`src/rtl/uart_pkg.sv`:
```
// Shared types for the UART transmit path (frame states and line idle level).
package uart_pkg;

  typedef enum logic [2:0] {
    ST_IDLE,
    ST_WAIT,
    ST_START,
    ST_DATA,
    ST_PARITY,
    ST_STOP
  } uart_tx_state_t;

  localparam logic UART_IDLE_LEVEL = 1'b1;

endpackage

```
`src/rtl/uart_baud_gen.sv`:
```
// Bit-period counter: counts 0..CLKS_PER_BIT-1 and flags the last cycle of each bit.
// Held at zero while clr is high so every frame starts on a fresh bit boundary.
module uart_baud_gen #(
  parameter int CLKS_PER_BIT = 16
) (
  input  logic clk,
  input  logic reset,
  input  logic clr,
  output logic o_bit_end
);

  localparam int CNT_W = (CLKS_PER_BIT > 1) ? $clog2(CLKS_PER_BIT) : 1;
  localparam logic [CNT_W-1:0] CNT_MAX = CNT_W'(CLKS_PER_BIT - 1);

  logic [CNT_W-1:0] cnt_reg;

  always_ff @(posedge clk) begin
    if (!reset || clr || (cnt_reg == CNT_MAX)) begin
      cnt_reg <= '0;
    end else begin
      cnt_reg <= cnt_reg + 1'b1;
    end
  end

  assign o_bit_end = !clr && (cnt_reg == CNT_MAX);

endmodule

```
`src/rtl/uart_tx_drain.sv`:
```
// Pops words from a registered-read FIFO and serialises them as UART frames on o_tx.
// Optional parity bit after the data bits when UART_TX_PARITY_EN is defined.
module uart_tx_drain
  import uart_pkg::*;
#(
  parameter int WORD_WIDTH   = 8,
  parameter int CLKS_PER_BIT = 16,
  parameter int STOP_BITS    = 1,
  parameter int PARITY_ODD   = 0
) (
  input  logic                  clk,
  input  logic                  reset,
  input  logic                  i_empty,
  output logic                  o_r_en,
  input  logic [WORD_WIDTH-1:0] i_r_data,
  input  logic                  i_enable,
  output logic                  o_tx,
  output logic                  o_busy,
  output logic                  o_done
);

  localparam int IDX_W = (WORD_WIDTH > 1) ? $clog2(WORD_WIDTH) : 1;
  localparam logic [IDX_W-1:0] LAST_IDX = IDX_W'(WORD_WIDTH - 1);
  localparam logic LAST_STOP = 1'(STOP_BITS - 1);

  generate
    if (CLKS_PER_BIT < 2) begin : g_bad_cpb
      $error("uart_tx_drain: CLKS_PER_BIT must be >= 2");
    end
    if (STOP_BITS != 1 && STOP_BITS != 2) begin : g_bad_stop
      $error("uart_tx_drain: STOP_BITS must be 1 or 2");
    end
    if (PARITY_ODD != 0 && PARITY_ODD != 1) begin : g_bad_par
      $error("uart_tx_drain: PARITY_ODD must be 0 or 1");
    end
  endgenerate

  uart_tx_state_t          state_reg, state_next;
  logic [WORD_WIDTH-1:0]   shift_reg, shift_next;
  logic [IDX_W-1:0]        bit_idx_reg, bit_idx_next;
  logic                    stop_cnt_reg, stop_cnt_next;
  logic                    tx_reg, tx_next;
  logic                    bit_end;
  logic                    baud_clr;
`ifdef UART_TX_PARITY_EN
  logic                    parity_reg, parity_next;
`endif

  // The bit timer only runs once a frame is actually on the line.
  assign baud_clr = (state_reg == ST_IDLE) || (state_reg == ST_WAIT);

  uart_baud_gen #(
    .CLKS_PER_BIT(CLKS_PER_BIT)
  ) u_baud (
    .clk      (clk),
    .reset    (reset),
    .clr      (baud_clr),
    .o_bit_end(bit_end)
  );

  always_ff @(posedge clk) begin
    if (!reset) begin
      state_reg    <= ST_IDLE;
      shift_reg    <= '0;
      bit_idx_reg  <= '0;
      stop_cnt_reg <= 1'b0;
      tx_reg       <= UART_IDLE_LEVEL;
`ifdef UART_TX_PARITY_EN
      parity_reg   <= 1'b0;
`endif
    end else begin
      state_reg    <= state_next;
      shift_reg    <= shift_next;
      bit_idx_reg  <= bit_idx_next;
      stop_cnt_reg <= stop_cnt_next;
      tx_reg       <= tx_next;
`ifdef UART_TX_PARITY_EN
      parity_reg   <= parity_next;
`endif
    end
  end

  // tx_next carries the level of the bit that starts on the next cycle,
  // so o_tx stays a clean register output.
  always_comb begin
    state_next    = state_reg;
    shift_next    = shift_reg;
    bit_idx_next  = bit_idx_reg;
    stop_cnt_next = stop_cnt_reg;
    tx_next       = tx_reg;
    o_r_en        = 1'b0;
    o_done        = 1'b0;
`ifdef UART_TX_PARITY_EN
    parity_next   = parity_reg;
`endif
    case (state_reg)
      ST_IDLE: begin
        tx_next = UART_IDLE_LEVEL;
        if (i_enable && !i_empty) begin
          o_r_en     = 1'b1;
          state_next = ST_WAIT;
        end
      end
      ST_WAIT: begin
        shift_next = i_r_data;
`ifdef UART_TX_PARITY_EN
        parity_next = (^i_r_data) ^ 1'(PARITY_ODD);
`endif
        tx_next    = 1'b0;
        state_next = ST_START;
      end
      ST_START: begin
        if (bit_end) begin
          bit_idx_next = '0;
          tx_next      = shift_reg[0];
          state_next   = ST_DATA;
        end
      end
      ST_DATA: begin
        if (bit_end) begin
          if (bit_idx_reg == LAST_IDX) begin
            stop_cnt_next = 1'b0;
`ifdef UART_TX_PARITY_EN
            tx_next    = parity_reg;
            state_next = ST_PARITY;
`else
            tx_next    = UART_IDLE_LEVEL;
            state_next = ST_STOP;
`endif
          end else begin
            shift_next   = shift_reg >> 1;
            bit_idx_next = bit_idx_reg + 1'b1;
            tx_next      = shift_next[0];
          end
        end
      end
      ST_PARITY: begin
        if (bit_end) begin
          stop_cnt_next = 1'b0;
          tx_next       = UART_IDLE_LEVEL;
          state_next    = ST_STOP;
        end
      end
      ST_STOP: begin
        tx_next = UART_IDLE_LEVEL;
        if (bit_end) begin
          if (stop_cnt_reg == LAST_STOP) begin
            o_done     = 1'b1;
            state_next = ST_IDLE;
          end else begin
            stop_cnt_next = stop_cnt_reg + 1'b1;
          end
        end
      end
      default: begin
        tx_next    = UART_IDLE_LEVEL;
        state_next = ST_IDLE;
      end
    endcase
    if (!reset) begin
      o_r_en = 1'b0;
      o_done = 1'b0;
    end
  end

  assign o_tx   = tx_reg;
  assign o_busy = (state_reg != ST_IDLE);

endmodule

```
`config.mk`:
```
export PLATFORM = sky130hd
export DESIGN_NAME = uart_tx_drain
export DESIGN_NICKNAME = d
export VERILOG_FILES = /design/src/rtl/uart_pkg.sv /design/src/rtl/uart_baud_gen.sv /design/src/rtl/uart_tx_drain.sv
export SDC_FILE = /design/constraint.sdc
export NUM_CORES = 1
export LEC_CHECK = 0
export ABC_CLOCK_PERIOD_IN_PS = 2000
export CAP_MARGIN = 10
export CORE_UTILIZATION = 51
export CTS_CLUSTER_SIZE = 12
export DETAILED_ROUTE_END_ITERATION = 8
export HOLD_SLACK_MARGIN = 0.06
export PLACE_DENSITY = 0.81
export SETUP_SLACK_MARGIN = 0.05
export SYNTH_ARGS = -nofsm -noshare
export SYNTH_HDL_FRONTEND = slang
export SYNTH_SLANG_ARGS = --single-unit
export TNS_END_PERCENT = 50
```
`constraint.sdc`:
```
create_clock -name clk -period 2 [get_ports clk]
set_input_delay 0.4 -clock clk [delete_from_list [all_inputs] [get_ports clk]]
set_output_delay 0.4 -clock clk [all_outputs]
set_load 0.02 [all_outputs]
```
**Word-level counts from Yosys, hierarchy flattened**

Cells that the tools add are included.

- Register bits: 20
- Input port bits: 12
- Output and inout port bits: 4
- Logic and storage cells: 75

- Add/sub/neg operators: 3
- Eq/ne operators: 15
- Mux-type cells: 33
- Reductions and logical operators: 18

Operators by type and width:

| cell | count |
|---|---|
| $mux 3 | 10 |
| $pmux 3 s6 | 1 |
| $mux 1 | 16 |
| $mux 8 | 2 |
| $pmux 8 s2 | 1 |
| $ne 2x2->1 const B | 7 |
| $eq 3x3->1 const B | 3 |
| $reduce_and 7->1 | 1 |
| $eq 3x2->1 const B | 2 |
| $pmux 3 s2 | 1 |
| $reduce_and 3->1 | 2 |
| $reduce_bool 3->1 | 2 |
| $reduce_and 5->1 | 1 |
| $add 4x1->4 const B | 1 |
| $eq 4x4->1 const B | 1 |
| $pmux 1 s4 | 1 |
| $reduce_and 4->1 | 1 |
| $reduce_bool 2->1 | 2 |
| $add 3x1->3 const B | 1 |
| $eq 3x1->1 const B | 1 |
| $logic_not 1->1 | 3 |
| $logic_not 3->1 | 1 |
| $logic_or 1x1->1 | 3 |
| $pmux 1 s3 | 1 |
| 3 further kinds | 4 |

**Logic depth before layout (Yosys ltp)**

Gate-level depths: netlist (run 1).

- Depth after elaboration: 7
- Depth in mapped cells: 7
- Depth with buffers taken out: 6

**Hierarchy**

From an unflattened synthesis (run 1), not the netlist that was laid out.

- Cells, all modules: 106
- Area total of the unflattened synthesis: 1063.5 sq um

By module, submodules not included:

| module | instances | cells each | area each (sq um) | sequential area each (sq um) |
|---|---|---|---|---|
| uart_tx_drain | 1 | 90 | 902.1 | 300.3 |
| uart_baud_gen | 1 | 16 | 161.4 | 80.1 |

**Worst setup path before layout (run 1)**

No wires, ideal clock.

- Path type: input to output
- Start: in reset
- End: out o_done
- Arrival time: 1219 ps
- Data required time: 1600 ps
- Slack: 381 ps
- Cell stages on the path: 4
- Path buffers: 2
- Path through: clkbuf_1 > clkbuf_1 > nand2_1 > nor2_1

- Longest elaborated chain between the ends: 1

Ends and longest elaborated chain:

| what | line | text |
|---|---|---|
| from (decl) | uart_tx_drain.sv:12 | `input logic reset,` |
| $mux 1 | uart_tx_drain.sv:160 | `if (!reset) begin` |
| to (decl) | uart_tx_drain.sv:19 | `output logic o_done` |

No other way between the ends.

**Worst setup path in the final report (run 1)**

- Start: reg state_reg[0]
- End: out o_busy

- Longest elaborated chain between the ends: 1

Ends and longest elaborated chain:

| what | line | text |
|---|---|---|
| from (decl) | uart_tx_drain.sv:38 | `uart_tx_state_t state_reg, state_next;` |
| from (signal assigned) | uart_tx_drain.sv:72 | `state_reg <= state_next;` |
| $reduce_bool 3->1 | uart_tx_drain.sv:167 | `assign o_busy = (state_reg != ST_IDLE);` |
| to (decl) | uart_tx_drain.sv:18 | `output logic o_busy,` |

No other way between the ends.

==> summary.md, run 1 <==
| Metric | Value |
|---|---|
| Critical Path RT | `~1600 ps` |
| CTS buffer count | `3` |
| Slew @ Worst Pin | `442 ps` |
| TritonRoute pass-1 iters | `4` |
| Placed cells | `between 150 and 200` |
| Crit end category | `primary output` |
| CTS tree | `done` |
| Leading area contributor after synthesis | `dfxtp_1` |
| Iter 0 DRT Violations | `24` |
| Crit-path slowest cell | `dfxtp_2` |
| Leakage | `0.568 nW` |
| Worst skew pair latency | `roughly 300 ps` |
| Post-layout nets | `147` |
| Synth Cell Area | `a little over 0.001 mm²` |
| Unrepaired setup endpoints after global routing | `true` |
| Max IR drop VDD | `approximately 0.00053 V` |
| Yosys reg bits | `19` |
| Post-Synthesis Cells | `around 110` |
| Largest family of logic cells by synthesized area | `simple AND/OR/NAND/NOR gates` |
| CP Launch Type | `flop` |
| Max reg flops | `8` |
| Die W | `46.7 µm` |
| Max incr delay on CP | `a little under 400 ps` |
| CTS Buffer Depth | `2` |
| Vias in the first global route | `798` |
| Congestion Overflow GR | `0` |
| P&R area growth vs syn | `21.4%` |
| Vias/cell | `5.77` |
| Final ANT Viol Nets | `0` |
| Status | `completed` |
| Top cell type's share of synthesized area | `a little under two fifths` |
| Synth Area in Compound Gates | `a little under a fifth` |
| Post-route insts no fill | `approximately 160` |
| Hold_sp | `u_baud.cnt_reg[0]$_SDFF_PP0_` |
| Reg2reg setup slack | `approximately 130 ps` |
| Antenna violations before repair | `0` |
| CTS sink cnt | `19` |
| Synth Area in XOR/XNOR | `roughly 2.6%` |
| Slew Viols, Final | `0` |
| WL/cell | `between 10 and 15 µm` |
| HPWL after DPL | `approximately 1.6 mm` |
| Post-synth EDFFs | `0` |
| Final instance area | `0.00123 mm²` |
| Root Driver | `clkbuf_4` |
| Post-synth top cells | `dfxtp_1, nand3_1, nand2_1` |
| WP buf/inv | `2` |
| Final hold violation count | `0` |
| Post-Synth Simple-Gate Area | `between 20% and 30%` |
| P per Cell Area | `around 600 mW/mm²` |
| Global-route wire length before repair | `between 3 and 4 mm` |
| Most frequent cell after synthesis | `dfxtp_1` |
| Final Cycle Share | `94.1%` |
| GRT Total Usage | `a little under a quarter` |
| Cells along the critical path | `buf_4 > or3_1 > dlygate4sd2_1` |
| Yosys warnings | `0` |
| Die H | `around 47 µm` |
| CTS clk-pin slew, worst paths | `about 110 ps` |
| Port bufs | `15` |
| Setup Skew | `roughly 1.5 ps` |
| Synth Area in Adders | `~3.7%` |
| Distinct cell type count after synthesis | `34` |
| Reg-to-Reg Start | `bit_idx_reg[0]$_SDFFE_PN0P_` |
| Register area share after synthesis | `a little under two fifths` |
| Syn_nets | `between 100 and 150` |
| Setup bufs post-CTS | `0` |
| Layout fillers | `145` |
| Max-Cap Viols | `0` |
| CP Max Fanout | `8` |
| Largest delay share family, worst path | `buffers and inverters` |
| Mux contribution to synthesized area | `around 2.0%` |
| Share of cells above drive strength 1 | `roughly 17%` |
| Largest cells by area after synthesis | `dfxtp_1, nand3_1, o211a_1` |
| Remaining DRCs | `0` |
| Max-slew headroom | `a little over two thirds` |
| Top_reg_cell synth | `dfxtp_1` |
| Worst Hold Depth | `1` |
| Peak clock frequency supported by timing | `532 MHz` |
| Worst EP arrival | `1480 ps` |
| Hold endpoint | `u_baud.cnt_reg[0]$_SDFF_PP0_` |
| # setup viols final | `0` |
| # hold bufs at CTS | `0` |
| Vias post-DR | `900` |
| Core area | `~0.0018 mm²` |
| Setup CP Type | `reg -> out` |
| Area after DPL | `approximately 0.0012 mm²` |
| RePlAce Congestion | `~0.78` |
| Pin count of the biggest net entering global routing | `16` |
| Worst Reg2Reg Path Length in Cells | `6` |
| Num ports | `16` |
| Initial Utilization | `between 50% and 60%` |
| Std-Cell Rows | `15` |
| Hold crit path type | `reg -> reg` |
| DIE AREA | `between 0.002 and 0.0025 mm²` |
| Number of diodes | `0` |
| Syn_area_per_cell | `9.08 µm²` |
| H-Tree Depth | `1` |
| Reg-to-reg critical path endpoint | `shift_reg[5]$_SDFFE_PN0P_` |
| Routed WL | `2.28 mm` |
| Async SR Flop Fraction | `0%` |
| Period minus WS final | `between 1500 and 2000 ps` |
[cell usage in the layout (no fill, tap or decap), types with 2 or more instances in the layout]
cell / n
and3_1: 3
xnor2_1: 2
nand2_1: 11
nor2_1: 4
mux2i_1: 2
nor2b_1: 6
clkbuf_4: 3
dfxtp_2: 2
o211a_1: 7
o31ai_1: 2
nand3_2: 2
nand4b_1: 2
ha_1: 3
a22oi_1: 4
nor3_1: 2
nand3_1: 15
clkdlybuf4s50_1: 12
buf_4: 9
o21ai_0: 3
nand2b_1: 2
dfxtp_1: 17
[final cells by class]
class / count / area [µm²] / area share [%]
multi-input cells: 83 / 578 / 46.8
flip-flops and latches: 19 / 383 / 31.0
repair buffers: 24 / 213 / 17.2
well taps: 25 / 31.3 / 2.53
clock buffers: 4 / 26.3 / 2.13
inverters: 1 / 3.75 / 0.304
[logic make-up after synthesis]
group	after synthesis
xor gates and xnor gates	3
buffers and inverters	10
adders and majority gates	3
DFF	19
and+or+nand+nor	53
AOI/OAI and AO/OA	22
muxes	2
[per-layer routing]
layer,vias to the layer above,GRT usage (%),wire length (µm)
met2,22,37.2,1170
li1,442,-,-
met5,-,0,0
met3,2,4.31,117
met1,434,27.9,975
met4,0,12.0,14
[power by group]
group          switching [mW]  internal, mW  total [mW]
combinational          0.0615        0.0653       0.127
sequential             0.0177         0.398       0.416
clock                   0.124        0.0776       0.202
[worst max path at each step]
stage,from,end,depth (start not counted)
finish,state_reg[0]$_SDFFE_PN0P_,o_busy,3
floorplan,reset,o_done,4
detailed placement,i_enable,o_r_en,4
CTS,u_baud.cnt_reg[0]$_SDFF_PP0_,o_done,5
global route,bit_idx_reg[0]$_SDFFE_PN0P_,shift_reg[3]$_SDFFE_PN0P_,6
global placement,i_enable,o_r_en,4
[timing repair]
item | in CTS | in global routing
gates resized for setup | 7 | 4
endpoints found under the setup margin | 3 | 6
gates cloned | 0 | 0
[through the flow]
stage               power [mW]  utilization (%)  hold slack (ps)  setup TNS, ps  worst slack, ps
finish                   0.744             68.5              436              0              119
global route             0.775             68.5              456              0             22.6
CTS                      0.745             68.5              475              0             57.7
detailed placement       0.551             66.9              456           -475             -261
global placement         0.544             66.9              442           -400             -229
floorplan                0.500                -              428              0              381
Note: power is estimated with default switching activity, not from simulation.
==> run 2: changes to the inputs <==
Settings changed: SLEW_MARGIN set to 10.
==> results of run 2 <==
The final DEF is identical to that of run 1; final timing and power are the same.
